`src/rtl/fp32_iterative_divider.sv`:
```
// fp32_iterative_divider: multi-cycle IEEE-754 binary32 divider (lhs / rhs).
// Uses radix-2 restoring mantissa division followed by one round stage.
// Rounding is round-to-nearest-even. Every invalid or NaN case returns NAN_VALUE.
// Only one operation is in flight at a time. The scheduler talks to the block through
// a req/ready/done handshake, and flush kills a wrong-path operation.
// Optional feature macro: FP_DIV_EARLY_OUT_EN. When it is defined, a special case
// found at capture skips CALC and goes straight to ROUND.
module fp32_iterative_divider #(
  parameter int          ITER_PER_CYCLE = 1,
  parameter logic [31:0] NAN_VALUE      = 32'h7fc00000
) (
  input  logic        clk,
  input  logic        rst,
  input  logic        req,
  input  logic [31:0] lhs,
  input  logic [31:0] rhs,
  input  logic        flush,
  output logic        ready,
  output logic        busy,
  output logic        done,
  output logic [31:0] result
);

  localparam int         ITERS    = 26 / ITER_PER_CYCLE;
  localparam logic [4:0] LAST_CNT = 5'(ITERS - 1);

  typedef enum logic [1:0] {S_IDLE, S_CALC, S_ROUND, S_DONE} state_e;

  state_e      state_q, state_d;
  logic        sign_q, sign_d;
  logic [9:0]  exp_q, exp_d;       // biased exponent, two's complement
  logic [25:0] rem_q, rem_d;       // partial remainder
  logic [23:0] div_q, div_d;       // normalized divisor mantissa
  logic [25:0] quo_q, quo_d;       // 24 mantissa bits + guard + round
  logic [4:0]  cnt_q, cnt_d;
  logic        nan_q, nan_d;
  logic        inf_q, inf_d;
  logic        zero_q, zero_d;
  logic [31:0] result_q, result_d;

  logic        accept;

  // Leading-zero count of a 24-bit mantissa. A zero input returns 24.
  function automatic logic [4:0] lzc24(input logic [23:0] v);
    logic [4:0] n;
    n = 5'd24;
    for (int i = 0; i < 24; i++) begin
      if (v[i]) n = 5'(23 - i);
    end
    return n;
  endfunction

  // Capture path: unpack both operands, pre-normalize subnormals, classify specials
  logic [7:0]  ex_a, ex_b;
  logic [22:0] fr_a, fr_b;
  logic [23:0] ma_raw, mb_raw, ma_norm, mb_norm;
  logic [4:0]  lz_a, lz_b;
  logic [9:0]  ea_eff, eb_eff, exp_cap;
  logic        a_lt;
  logic [24:0] ma_adj;
  logic        a_nan, b_nan, a_inf, b_inf, a_zero, b_zero;
  logic        cap_nan, cap_inf, cap_zero;

  always_comb begin
    ex_a    = lhs[30:23];
    ex_b    = rhs[30:23];
    fr_a    = lhs[22:0];
    fr_b    = rhs[22:0];
    ma_raw  = {|ex_a, fr_a};
    mb_raw  = {|ex_b, fr_b};
    lz_a    = lzc24(ma_raw);
    lz_b    = lzc24(mb_raw);
    ma_norm = ma_raw << lz_a;
    mb_norm = mb_raw << lz_b;
    // A subnormal operand behaves as exponent 1. The normalizing shift is then
    // taken off that exponent.
    ea_eff  = ((ex_a == 8'd0) ? 10'd1 : {2'b00, ex_a}) - {5'b00000, lz_a};
    eb_eff  = ((ex_b == 8'd0) ? 10'd1 : {2'b00, ex_b}) - {5'b00000, lz_b};
    // Keep the quotient in [1,2) so that the first quotient bit is always the hidden bit
    a_lt    = ma_norm < mb_norm;
    ma_adj  = a_lt ? {ma_norm, 1'b0} : {1'b0, ma_norm};
    exp_cap = ea_eff - eb_eff + 10'd127 - {9'd0, a_lt};

    a_nan    = (&ex_a) && (|fr_a);
    b_nan    = (&ex_b) && (|fr_b);
    a_inf    = (&ex_a) && !(|fr_a);
    b_inf    = (&ex_b) && !(|fr_b);
    a_zero   = (ex_a == 8'd0) && !(|fr_a);
    b_zero   = (ex_b == 8'd0) && !(|fr_b);
    cap_nan  = a_nan || b_nan || (a_zero && b_zero) || (a_inf && b_inf);
    cap_inf  = !cap_nan && (a_inf || b_zero);
    cap_zero = !cap_nan && !cap_inf && (a_zero || b_inf);
  end

`ifdef FP_DIV_EARLY_OUT_EN
  logic cap_special;
  assign cap_special = cap_nan || cap_inf || cap_zero;
`endif

  // State register and result register. Both of these hold architecturally visible values.
  always_ff @(posedge clk) begin
    if (rst) begin
      state_q  <= S_IDLE;
      result_q <= 32'd0;
    end else begin
      state_q  <= state_d;
      result_q <= result_d;
    end
  end

  // Datapath registers. They are loaded on accept and are read only while an op is in flight.
  // NOTE: these need no reset because the control FSM never consumes them before an accept writes them.
  always_ff @(posedge clk) begin
    sign_q <= sign_d;
    exp_q  <= exp_d;
    rem_q  <= rem_d;
    div_q  <= div_d;
    quo_q  <= quo_d;
    cnt_q  <= cnt_d;
    nan_q  <= nan_d;
    inf_q  <= inf_d;
    zero_q <= zero_d;
  end

  // Next-state logic. Flush beats req, and reset beats both in the register.
  always_comb begin
    state_d = state_q;
    case (state_q)
      S_IDLE, S_DONE: begin
        if (req && !flush) begin
`ifdef FP_DIV_EARLY_OUT_EN
          state_d = cap_special ? S_ROUND : S_CALC;
`else
          state_d = S_CALC;
`endif
        end else begin
          state_d = S_IDLE;
        end
      end
      S_CALC:  state_d = flush ? S_IDLE : ((cnt_q == LAST_CNT) ? S_ROUND : S_CALC);
      S_ROUND: state_d = flush ? S_IDLE : S_DONE;
      default: state_d = S_IDLE;
    endcase
  end

  // Output decode from the current state
  always_comb begin
    ready  = (state_q == S_IDLE) || (state_q == S_DONE);
    busy   = (state_q == S_CALC) || (state_q == S_ROUND);
    done   = (state_q == S_DONE);
    accept = ready && req && !flush;
  end

  assign result = result_q;

  // Operand capture and the restoring iteration, ITER_PER_CYCLE quotient bits per cycle
  logic [25:0] rem_n;
  logic [25:0] quo_n;
  logic        q_bit;

  always_comb begin
    // NOTE: every comb output gets a default first, so no path leaves one unassigned (no latches).
    sign_d = sign_q;
    exp_d  = exp_q;
    rem_d  = rem_q;
    div_d  = div_q;
    quo_d  = quo_q;
    cnt_d  = cnt_q;
    nan_d  = nan_q;
    inf_d  = inf_q;
    zero_d = zero_q;
    rem_n  = rem_q;
    quo_n  = quo_q;
    q_bit  = 1'b0;

    if (accept) begin
      sign_d = lhs[31] ^ rhs[31];
      exp_d  = exp_cap;
      rem_d  = {1'b0, ma_adj};
      div_d  = mb_norm;
      quo_d  = 26'd0;
      cnt_d  = 5'd0;
      nan_d  = cap_nan;
      inf_d  = cap_inf;
      zero_d = cap_zero;
    end else if (state_q == S_CALC) begin
      // NOTE: blocking assignments here chain one restoring step into the next within a single cycle.
      for (int i = 0; i < ITER_PER_CYCLE; i++) begin
        q_bit = (rem_n >= {2'b00, div_q});
        if (q_bit) rem_n = rem_n - {2'b00, div_q};
        quo_n = {quo_n[24:0], q_bit};
        rem_n = {rem_n[24:0], 1'b0};
      end
      rem_d = rem_n;
      quo_d = quo_n;
      cnt_d = (cnt_q == LAST_CNT) ? 5'd0 : cnt_q + 5'd1;
    end
  end

  // Round stage: denormalize on underflow, apply RNE, detect overflow, and override special cases
  logic        uflow;
  logic [9:0]  sh_full;
  logic [4:0]  sh;
  logic [25:0] q_sh;
  logic        lost, sticky, round_up;
  logic [9:0]  e_r, e_f;
  logic [24:0] m_rnd;
  logic [32:0] packed_sum;
  logic [31:0] rnd_result;

  always_comb begin
    uflow      = exp_q[9] || (exp_q == 10'd0);
    sh_full    = 10'd1 - exp_q;
    sh         = uflow ? ((sh_full > 10'd26) ? 5'd26 : sh_full[4:0]) : 5'd0;
    q_sh       = quo_q >> sh;
    lost       = |(quo_q & ((26'd1 << sh) - 26'd1));
    sticky     = (rem_q != 26'd0) || lost;
    round_up   = q_sh[1] && (q_sh[2] || q_sh[0] || sticky);
    m_rnd      = {1'b0, q_sh[25:2]} + {24'd0, round_up};
    e_r        = uflow ? 10'd0 : exp_q;
    // Add the mantissa into (e-1). The hidden bit, or a rounding carry, then lifts the
    // exponent field. A carry out of a subnormal therefore turns it into the minimum normal.
    e_f        = (e_r == 10'd0) ? 10'd0 : e_r - 10'd1;
    packed_sum = {e_f, 23'd0} + {8'd0, m_rnd};

    if (nan_q) begin
      rnd_result = NAN_VALUE;
    end else if (inf_q || (packed_sum[32:23] >= 10'd255)) begin
      rnd_result = {sign_q, 8'hff, 23'd0};
    end else if (zero_q) begin
      rnd_result = {sign_q, 31'd0};
    end else begin
      rnd_result = {sign_q, packed_sum[30:0]};
    end

    result_d = result_q;
    if ((state_q == S_ROUND) && !flush) result_d = rnd_result;
  end

endmodule

```
`config.mk`:
```
export PLATFORM = sky130hd
export DESIGN_NAME = fp32_iterative_divider
export DESIGN_NICKNAME = d
export VERILOG_FILES = /design/src/rtl/fp32_iterative_divider.sv
export SDC_FILE = /design/constraint.sdc
export NUM_CORES = 1
export LEC_CHECK = 0
export BUFFER_PORTS_ARGS = -buffer_cell sky130_fd_sc_hd__buf_2
export CORE_UTILIZATION = 26
export DETAILED_ROUTE_END_ITERATION = 7
export SLEW_MARGIN = 20
export SYNTH_ARGS = -nofsm -noshare
export SYNTH_HDL_FRONTEND = slang
export SYNTH_SLANG_ARGS = --single-unit
```
`constraint.sdc`:
```
create_clock -name clk -period 9.75 [get_ports clk]
set_input_delay 0.4875 -clock clk [delete_from_list [all_inputs] [get_ports clk]]
set_output_delay 0.4875 -clock clk [all_outputs]
set_load 0.05 [all_outputs]
```
==> impl_results.md, run 1 <==
* Run status: finished, final reports clean
* Clock net sink count at 129
* Synth Warn # at 0
* GR peak layer: met2
* CTS tree: yes
* PostCTS Resize Cnt at 0
* Largest net degree at the start of global routing at 68
* Hold depth at 2
* Post-route cell area at about 0.016 mm2
* Port bufs at 102
* Final GP Congestion at 0.936
* Pwr Total at 2.02 mW
* Crit path launch type: primary input
* DRT antenna net count at 0
* Met2 Usage GRT at approximately 28%
* IO Count at 103
* Switching Fraction at 37.2%
* N_diodes at 0
* Max-cap violations at 0
* Internal at ~1.3 mW
* Main synth FF type: dfxtp_1
* Std cell rows at 84
* Part of the power in registers at 32.8%
* Ys async rst share at 0%
* Setup violators final at 0
* 1st-iter DRT viols at 1368
* Met3 Use GR at ~2.4%
* # DRC at 0
* Post-Synth Simple-Gate Area at 22.0%
* CP Max Fanout at 36
* Final hold slack at about 280 ps
* Initial core utilization at 26.6%
* Max VDD drop at 116 uV
* First-pass DRT Iterations at 6
* Crit path kind: primary input to flip-flop
* Worst-case reg-to-reg path depth at 21
* Critical Path RT at 9930 ps
* Worst-margin pin slew at about 1100 ps
* Clk slew on worst S/H paths at 60 ps
* Post-synthesis compound-gate area fraction at about 24%
* First-pass GRT wire length at 76100 um
* Relative slew slack at 28.1%
* Setup slack, reg-to-reg at 1880 ps
* Area grow syn2layout at 12.5%
* Routed via count at 14.1k
* Vias per Instance at 5.50
* WL/cell at 18.9 um
* H-tree levels at 4
* Post-CTS Setup Inserts at 0
* Commonest cells after routing, fill and taps aside: nor2_1, nand2_1, mux2i_1
* CTS Root Cell: clkbuf_16
* Die area at approximately 0.055 mm2
* Comb power frac at 36.0%
* Initial antenna violation count at 0
* CTS Buf Count at 17
* Max-slew violations at 0
* Clock Skew at ~13 ps
* Cell Pwr Density at 127 mW/mm2
* Final global-route overflow total at 0
* Sw Pwr at 750 uW
* GRT Util Overall at 17.2%
* Die width at 235 um
* Core ar. at 0.0531 mm2
* RSZ-0062 raised after global routing: false
* Vias in the first global route at roughly 13k
* Synthesized flop and latch total at between 100 and 150
* Clock power frac at a little under a third
* Worst stage delay on the critical path at 800 ps
* Net Count, Synth at 1983
* Largest family of logic cells by synthesized area: compound AO/OA/AOI/OAI gates
* Commonest non-fill, non-tap cell in the layout: nor2_1
* Syn_area_per_cell at 7.74 um2
* Met1 usage at 23.3%
* Buffers from clock root to sink, at most at 2
* Final Cycle Share at around 82%
* Ratio of cells with drive above 1 in the final layout at 11.2%
* Post-synthesis xor/xnor area fraction at around 4.7%
* Cts hold-fix bufs at 0
* Hold crit path type: primary input to flip-flop
* Synth Area in Adders at around 8.6%
* Die H at roughly 230 um
* Max Clk Rate at between 0.1 and 0.15 GHz
* Clock Latency Late Sink at about 440 ps
* # nets final at 2026
* Mux cell area share after synthesis at 11.6%
* Total negative setup slack at 0 ps
* Area of the mapped netlist at ~0.014 mm2
* Final hold violations at 0
* Arrival time worst endpoint at approximately 8000 ps
* Detailed Place HPWL at roughly 38000 um
* Post-DP Area at 0.0153 mm2
* Post-synth EDFFs at 63
* Most used cell, CP: a21oi_1
* Part of the Yosys area used for sequential elements at 22.8%
* Crit path time final at 7990 ps
* Critical Path Slowest Stage Cell: a211o_1
* Detailed Route WL at 48400 um
* Nature of the critical path endpoint: flip-flop
* Mapped Cells at 1821
* Yosys cell types at 86
* Pleak at 6.46 nW
-- cell usage after synthesis, drive strengths merged, types with 55 or more instances --
cell type / instances / area, um2
inv: 110 / 413
nand2: 162 / 608
o21ai: 79 / 418
dfxtp: 66 / 1320
ha: 89 / 1110
nor3: 55 / 292
clkbuf: 77 / 289
a21oi: 137 / 686
edfxtp: 63 / 1890
mux2i: 146 / 1460
nor2: 214 / 806
-- registers in the layout, indices dropped and copies added (netlist names) --
signal / count
div_q: 24
quo_q: 26
inf_q: 1
cnt_q: 5
result: 32
zero_q: 1
nan_q: 1
sign_q: 1
rem_q: 26
state_q: 2
exp_q: 10
-- cell families (layout without fill, tap and decap cells) --
logic type,Yosys count,count (layout)
XOR/XNOR,74,74
AO/OA/AOI/OAI,506,506
buffers and inverters,213,269
AND/OR/NAND/NOR,646,646
adder cells (fa/ha/maj),94,94
multiplexers,159,159
flip-flops,129,129
-- through the flow --
stage	instances	utilization, %	setup slack, ps
3_3_place_gp	2532	28.8	1550
4_1_cts	2564	29.8	1790
5_1_grt	2565	29.9	1130
6_report	2565	29.9	1760
3_5_place_dp	2532	28.8	1390
2_1_floorplan	1821	-	1750
-- metal layers --
| metal | vias up | share of wire, % |
|---|---|---|
| li1 | 6818 | - |
| met1 | 6642 | 45 |
| met2 | 574 | 46 |
| met3 | 61 | 6.3 |
| met4 | 0 | 2.2 |
| met5 | - | 0 |
-- worst paths after layout --
kind / startpoint / end
worst min register to register: result[19]$_SDFFE_PP0P_ / result[19]$_SDFFE_PP0P_
worst min-delay path: flush / state_q[0]$_SDFF_PP0_
worst max-delay path: rhs[4] / exp_q[9]$_DFFE_PP_
worst max register to register: exp_q[1]$_DFFE_PP_ / result[21]$_SDFFE_PP0P_
-- final cells by class --
| class | instances | area [um2] |
|---|---|---|
| Fill cell | 5646 | 37200 |
| Multi-Input combinational cell | 1479 | 10100 |
| Sequential cell | 129 | 3210 |
| Tap cell | 688 | 861 |
| Timing Repair Buffer | 125 | 687 |
| Clock buffer | 21 | 462 |
| Inverter | 112 | 422 |
| Clock inverter | 11 | 103 |
-- worst max-delay path: cells and delay by family --
family | cells | cell delay [ps]
compound gates | 19 | 3700
fa+ha+maj | 5 | 1450
buf+inv | 4 | 1040
simple gates | 9 | 880
mux | 2 | 480
xor+xnor | 1 | 80
-- power groups by stage --
stage	sequential [mW]	clock, mW	combinational, mW
floorplan	0.654	0	0.536
global placement	0.671	0	0.701
detailed placement	0.672	0	0.711
CTS	0.660	0.640	0.716
global route	0.666	0.661	0.805
finish	0.661	0.629	0.726
Power figures use the tool's default switching activity.
==> run 2: changes to the inputs <==
==> constraint.sdc (replaced) <==
create_clock -name clk -period 6.8 [get_ports clk]
set_input_delay 0.34 -clock clk [delete_from_list [all_inputs] [get_ports clk]]
set_output_delay 0.34 -clock clk [all_outputs]
set_load 0.05 [all_outputs]
==> run 2 against run 1 <==
Cell count rose by 5.3%. Critical path depth is 3 lower. Sequential cell count is the same. Clock skew about the same. First-iteration DRC count fell by 2.3%. Critical path type unchanged. Critical endpoint unchanged. Largest power group unchanged.
==> impl_results.md, run 2 (same netlist as run 1, synthesis figures left out) <==
* Vias in the first global route at 13.7k (was 13.3k)
* Final hold slack at 120 ps (was 284 ps)
* RR Endpoint: result[20]$_SDFFE_PP0P_ (was result[21]$_SDFFE_PP0P_)
* CP delay by family, top: compound AO/OA/AOI/OAI gates (unchanged)
* RSZ-0062 raised after global routing: true (was false)
* Std cell rows at 84 (unchanged)
* Internal at 1.86 mW (was 1.27 mW)
* Setup slack, reg-to-reg at 520 ps (was 1880 ps)
* Arrival time worst endpoint at 6530 ps (was 8160 ps)
* Die H at 235 um (unchanged)
* GRT Util Overall at 17.7% (was 17.2%)
* Max-cap violations at 0 (unchanged)
* Critical Path RT at 6990 ps (was 9930 ps)
* Max VDD drop at 193 uV (was 116 uV)
* Clock Latency Late Sink at 450 ps (was 440 ps)
* Worst-margin pin slew at 891 ps (was 1070 ps)
* Routed via count at 14.5k (was 14.1k)
* Pwr Total at 2.96 mW (was 2.02 mW)
* # DRC at 0 (unchanged)
* Crit path time final at 6340 ps
* Switching Fraction at 37.3% (was 37.2%)
* Worst-case reg-to-reg path depth at 21 (unchanged)
* Port bufs at 102 (unchanged)
* 1st-iter DRT viols at 1337 (was 1368)
* Final core utilization at 31.9% (was 29.9%)
* WHS Endpoint: state_q[0]$_SDFF_PP0_ (unchanged)
* Sw Pwr at 1.10 mW (was 750 uW)
* Run status: finished, final reports clean (unchanged)
* Crit path kind: primary input to flip-flop (unchanged)
* Clk slew on worst S/H paths at 60 ps (about the same)
* Final global-route overflow total at 0 (unchanged)
* Nature of the critical path endpoint: flip-flop (unchanged)
* CTS Buf Count at 17 (unchanged)
* Vias per Instance at 5.38 (was 5.50)
* Crit path buf inv count at 4 (unchanged)
* Fillcell total at 5605 (was 5646)
* Relative slew slack at 39.8% (was 28.1%)
* Die width at 235 um (unchanged)
* Hold depth at 2 (unchanged)
* Hold crit path type: primary input to flip-flop (unchanged)
* Comb power frac at 37.5% (was 36.0%)
* Final hold violations at 0 (unchanged)
* Final GP Congestion at 0.954 (was 0.936)
* Worst R2R Start: exp_q[1]$_DFFE_PP_ (unchanged)
* # nets final at 2162 (was 2026)
* Commonest cells after routing, fill and taps aside: nor2_1, nand2_1, buf_4 (was nor2_1, nand2_1, mux2i_1)
* N_diodes at 0 (unchanged)
* Clock Skew at 13.0 ps (was 13.1 ps)
* Post-route insts no fill at 2701 (was 2565)
* Detailed Place HPWL at 39800 um (was 37900 um)
* IO Count at 103 (unchanged)
* Core ar. at 0.0531 mm2 (unchanged)
* Cell Pwr Density at 175 mW/mm2 (was 127 mW/mm2)
* CP Max Fanout at 7 (was 36)
* H-tree levels at 4 (unchanged)
* Flip-flop count of the largest register after layout at 32 (unchanged)
* Initial antenna violation count at 0 (unchanged)
* Commonest non-fill, non-tap cell in the layout: nor2_1 (unchanged)
* Final Cycle Share at 93.3%
* Clock power frac at 30.5% (was 31.2%)
* CTS Root Cell: clkbuf_16 (unchanged)
* Ratio of cells with drive above 1 in the final layout at 18.1% (was 11.2%)
* Largest net degree at the start of global routing at 96 (was 68)
* Max-slew violations at 0 (unchanged)
* Buffers from clock root to sink, at most at 2 (unchanged)
* Setup violators final at 0 (unchanged)
* Final WS setup at 457 ps (was 1760 ps)
* Inst Count DP at 2660 (was 2532)
* Pleak at 7.09 nW (was 6.46 nW)
* Part of the power in registers at 32.0% (was 32.8%)
* CTS tree: yes (unchanged)
* Area grow syn2layout at 20.2% (was 12.5%)
* Crit path launch type: primary input (unchanged)
* Critical Path Slowest Stage Cell: a211o_2 (was a211o_1)
* Die area at 0.0552 mm2 (unchanged)
* Max Clk Rate at 0.158 GHz
* Clock net sink count at 129 (unchanged)
* Cts hold-fix bufs at 0 (unchanged)
* First-pass DRT Iterations at 8 (was 6)
* Most used cell, CP: ha_1 (was a21oi_1)
* Hold_sp: flush (unchanged)
* WL/cell at 18.4 um (was 18.9 um)
* Initial core utilization at 26.6% (unchanged)
* Detailed Route WL at 49700 um (was 48400 um)
* First-pass GRT wire length at 78100 um (was 76100 um)
* DP Worst Slack at -396 ps (was 1390 ps)
* DRT antenna net count at 0 (unchanged)
* Worst stage delay on the critical path at 380 ps (was 800 ps)
-- run 2: per-layer routing --
| layer | track usage, % | vias up | wire, um |
|---|---|---|---|
| li1 | - | 7079 | - |
| met1 | 23.7 | 6855 | 22800 |
| met3 | 2.17 | 72 | 2560 |
| met4 | 5.16 | 0 | 1040 |
| met5 | 0 | - | 0 |
| met2 | 29.5 | 515 | 23300 |
-- run 2: layout make-up --
| type | instances | area, um2 | share of cell area [%] |
|---|---|---|---|
| repair buffers | 261 | 1720 | 10.1 |
| flip-flops and latches | 129 | 3210 | 19.0 |
| well taps | 688 | 861 | 5.08 |
| multi-input cells | 1479 | 10200 | 60.0 |
| clock inverters | 14 | 146 | 0.864 |
| clock buffers | 18 | 429 | 2.53 |
| inverters | 112 | 422 | 2.49 |
-- run 2: worst reg2reg max path: cells and delay by family, from the launching register on --
family          cells  cell delay, ps
compound gates     10            3070
fa+ha+maj           2             390
buf+inv             3             520
flops               1             400
simple gates        6            1800
-- run 2: worst max path at each step --
stage | start | endpoint | cells after the start
4_1_cts | lhs[5] | exp_q[9]$_DFFE_PP_ | 40
3_3_place_gp | lhs[5] | exp_q[9]$_DFFE_PP_ | 40
5_1_grt | lhs[1] | exp_q[9]$_DFFE_PP_ | 39
2_1_floorplan | lhs[0] | exp_q[9]$_DFFE_PP_ | 43
6_report | rhs[2] | exp_q[9]$_DFFE_PP_ | 37
3_5_place_dp | lhs[5] | exp_q[9]$_DFFE_PP_ | 40
-- run 2: power groups by stage --
stage	logic, mW	clock network [mW]	registers (mW)
after global placement	1.07	0	0.960
final	1.11	0.904	0.948
after global routing	1.23	0.953	0.954
after detailed placement	1.08	0	0.962
after floorplan	0.773	0	0.938
after CTS	1.09	0.924	0.946
-- run 2: what timing repair did --
action                                 in CTS  in global routing
setup endpoints to repair                   0                  9
gates resized for setup                     0                 19
buffers inserted                            0                  9
endpoints found under the hold margin       0                  0
-- run 2: metrics by stage --
| stage | setup TNS (ps) | cell area, um2 |
|---|---|---|
| final | 0 | 16900 |
| after global routing | -15.0 | 16900 |
| after CTS | 0 | 16800 |
| after detailed placement | -752 | 16200 |
| after global placement | -229 | 16200 |
| after floorplan | 0 | 14100 |
==> run 3: changes to the inputs <==
--- a/config.mk
+++ b/config.mk
@@ -6,8 +6,9 @@
 export NUM_CORES = 1
 export LEC_CHECK = 0
 export BUFFER_PORTS_ARGS = -buffer_cell sky130_fd_sc_hd__buf_2
-export CORE_UTILIZATION = 26
+export CORE_UTILIZATION = 68
 export DETAILED_ROUTE_END_ITERATION = 7
+export PLACE_DENSITY = 0.89
 export SLEW_MARGIN = 20
 export SYNTH_ARGS = -nofsm -noshare
 export SYNTH_HDL_FRONTEND = slang
==> constraint.sdc (replaced) <==
create_clock -name clk -period 7.4 [get_ports clk]
set_input_delay 0.37 -clock clk [delete_from_list [all_inputs] [get_ports clk]]
set_output_delay 0.37 -clock clk [all_outputs]
set_load 0.05 [all_outputs]
==> run 3 against run 2 <==
Register-to-register slack lost 230 ps. Total power shrank 9.2%. Utilization grew 45 points. First-iteration DRC count grew 58%. Sequential cell count is the same. Critical path depth shrank 19. Setup slack lost 160 ps. Sequential power shrank 7.3%. Non-clock buffer count shrank 113. Routed wire length shrank 5.5%. Critical endpoint is now result[14]$_SDFFE_PP0P_.
==> impl_results.md, run 3 (same netlist as run 1, synthesis figures left out) <==
* Max-cap violations at 0 (unchanged)
* Final GP Congestion at 1.06 (was 0.954)
* # nets final at 2051 (was 2162)
* Vias per Instance at 6.96 (was 5.38)
* Die area at 0.0213 mm2 (was 0.0552 mm2)
* CTS Buf Count at 17 (unchanged)
* GRT Util Overall at 43.6% (was 17.7%)
* Setup violators final at 0 (unchanged)
* CP delay by family, top: compound AO/OA/AOI/OAI gates (unchanged)
* Critical Path Slowest Stage Cell: nor4_2 (was a211o_2)
* Hold_sp: flush (unchanged)
* Multi-input logic area at 0.0101 mm2 (was 0.0102 mm2)
* Run status: finished, final reports clean (unchanged)
* Worst stage delay on the critical path at 680 ps (was 380 ps)
* Pleak at 6.57 nW (was 7.09 nW)
* Std cell rows at 52 (was 84)
* Commonest non-fill, non-tap cell in the layout: nor2_1 (unchanged)
* Relative slew slack at 26.5% (was 39.8%)
* Cell Pwr Density at 173 mW/mm2 (was 175 mW/mm2)
* Ratio of cells with drive above 1 in the final layout at 12.4% (was 18.1%)
* Core ar. at 0.0203 mm2 (was 0.0531 mm2)
* # DRC at 0 (unchanged)
* Final Cycle Share at between 90% and 100%
* Final global-route overflow total at 0 (unchanged)
* Initial core utilization at 69.4% (was 26.6%)
* Vias in the first global route at 13.8k (was 13.7k)
* Largest net degree at the start of global routing at 99 (was 96)
* Max VDD drop at 173 uV (was 193 uV)
* Critical Path RT at 7770 ps (was 6990 ps)
* Port bufs at 102 (unchanged)
* H-tree levels at 4 (unchanged)
* First-pass DRT Iterations at 6 (was 8)
* Total negative setup slack at 0 ps (unchanged)
* Area grow syn2layout at 10.3% (was 20.2%)
* Commonest cells after routing, fill and taps aside: nor2_1, nand2_1, mux2i_1 (was nor2_1, nand2_1, buf_4)
* Worst-case reg-to-reg path depth at 18 (was 21)
* Detailed Place HPWL at 35500 um (was 39800 um)
* WL/cell at 21.6 um (was 18.4 um)
* Arrival time worst endpoint at 7480 ps (was 6530 ps)
* Hold depth at 2 (unchanged)
* Clock Skew at 14.3 ps (was 13.0 ps)
* Final hold violations at 0 (unchanged)
* Clock Latency Late Sink at 430 ps (was 450 ps)
* Crit path launch type: flip-flop (was primary input)
* Max-slew violations at 0 (unchanged)
* Max Clk Rate at 0.141 GHz
* Die H at 146 um (was 235 um)
* Pwr Total at 2.69 mW (was 2.96 mW)
* Inst Count DP at 2137 (was 2660)
* Clock net sink count at 129 (unchanged)
* CP Max Fanout at 16 (was 7)
* Crit path kind: flip-flop to flip-flop (was primary input to flip-flop)
* Final hold slack at 181 ps (was 120 ps)
* Post-DP Area at 0.0149 mm2 (was 0.0162 mm2)
* Crit. path cell count at 18 (was 37)
* Post-route insts no fill at 2173 (was 2701)
* Reg area at 0.00321 mm2 (unchanged)
* Flip-flop count of the largest register after layout at 32 (unchanged)
* 1st-iter DRT viols at 2111 (was 1337)
* Clk slew on worst S/H paths at 70 ps (was 60 ps)
* Routed via count at 15.1k (was 14.5k)
* First-pass GRT wire length at 74600 um (was 78100 um)
* Post-route cell area at 0.0156 mm2 (was 0.0169 mm2)
* Fillcell total at 1443 (was 5605)
* Worst-margin pin slew at 1100 ps (was 891 ps)
* DRT antenna net count at 0 (unchanged)
* Cts hold-fix bufs at 0 (unchanged)
* Initial antenna violation count at 0 (unchanged)
* Die width at 146 um (was 235 um)
* Crit path time final at 7110 ps
* IO Count at 103 (unchanged)
* CTS tree: yes (unchanged)
* Crit path buf inv count at 2 (was 4)
* CTS Root Cell: clkbuf_16 (unchanged)
* Nature of the critical path endpoint: flip-flop (unchanged)
* CP Cell Sequence: inv_1, ha_1, or3b_1, or4_4, o21ai_4, o21ai_4, o31ai_4, buf_4, o221ai_1, a22oi_1, o211ai_1, nor4_4, nand4_2, a211oi_1, mux2i_1, nand3_1, nor4_2, a22o_1
* Hold crit path type: primary input to flip-flop (unchanged)
* Worst R2R Start: exp_q[2]$_DFFE_PP_ (was exp_q[1]$_DFFE_PP_)
* Buffers from clock root to sink, at most at 2 (unchanged)
* Most used cell, CP: o21ai_4 (was ha_1)
* Detailed Route WL at 47000 um (was 49700 um)
* Crit path launch: exp_q[2]$_DFFE_PP_ (was rhs[2])
==> run 3: cell count changes in the layout (fill, tap and decap cells not counted), sizes merged <==
cell | before | now
buf | 261 | 148
clkinv | 5 | 7
diode | 0 | 1
inv | 118 | 116
nor4 | 32 | 34
==> run 3: repair_timing <==
action,CTS,global route
setup buffers,0,1
resized for setup,0,2
setup endpoints to repair,0,23
==> run 3: worst paths after layout <==
check	end	slack, ps
setup / recovery	result[14]$_SDFFE_PP0P_	290
hold reg to reg	result[6]$_SDFFE_PP0P_	480
setup reg to reg	result[14]$_SDFFE_PP0P_	290
hold / removal	state_q[0]$_SDFF_PP0_	180
==> run 3: metal layers <==
layer	vias up	part of all wire, %	track usage (%)
met5	-	0	0
met4	0	2.7	13.1
met3	147	13	11.2
met2	1121	42	62.9
met1	6971	43	63.4
li1	6876	-	-
==> run 3: worst reg2reg max path, delay by kind of cell (launching register included) <==
family / cells / cell delay [ps]
compound gates: 8 / 2640
fa+ha+maj: 1 / 360
buf+inv: 2 / 480
flops: 1 / 560
mux: 1 / 390
simple gates: 6 / 2630
==> run 3: stage by stage <==
| step | utilization [%] | worst slack, ps |
|---|---|---|
| after CTS | 76.3 | 272 |
| after global routing | 76.6 | -31.2 |
| after detailed placement | 73.5 | 83.8 |
| after global placement | 73.5 | 306 |
| after floorplan | - | 162 |
| final | 76.6 | 293 |
==> run 3: power breakdown <==
group	internal, mW	switching [mW]
clock	0.467	0.350
combinational	0.370	0.622
sequential	0.819	0.0593
total	1.66	1.03
==> run 3: layout make-up <==
| type | instances | area share [%] |
|---|---|---|
| Inverter | 112 | 2.71 |
| Multi-Input combinational cell | 1481 | 65.3 |
| Timing Repair Buffer | 148 | 5.58 |
| Tap cell | 270 | 2.17 |
| Clock inverter | 14 | 0.837 |
| Antenna cell | 1 | 0.0161 |
| Clock buffer | 18 | 2.76 |
| Sequential cell | 129 | 20.7 |
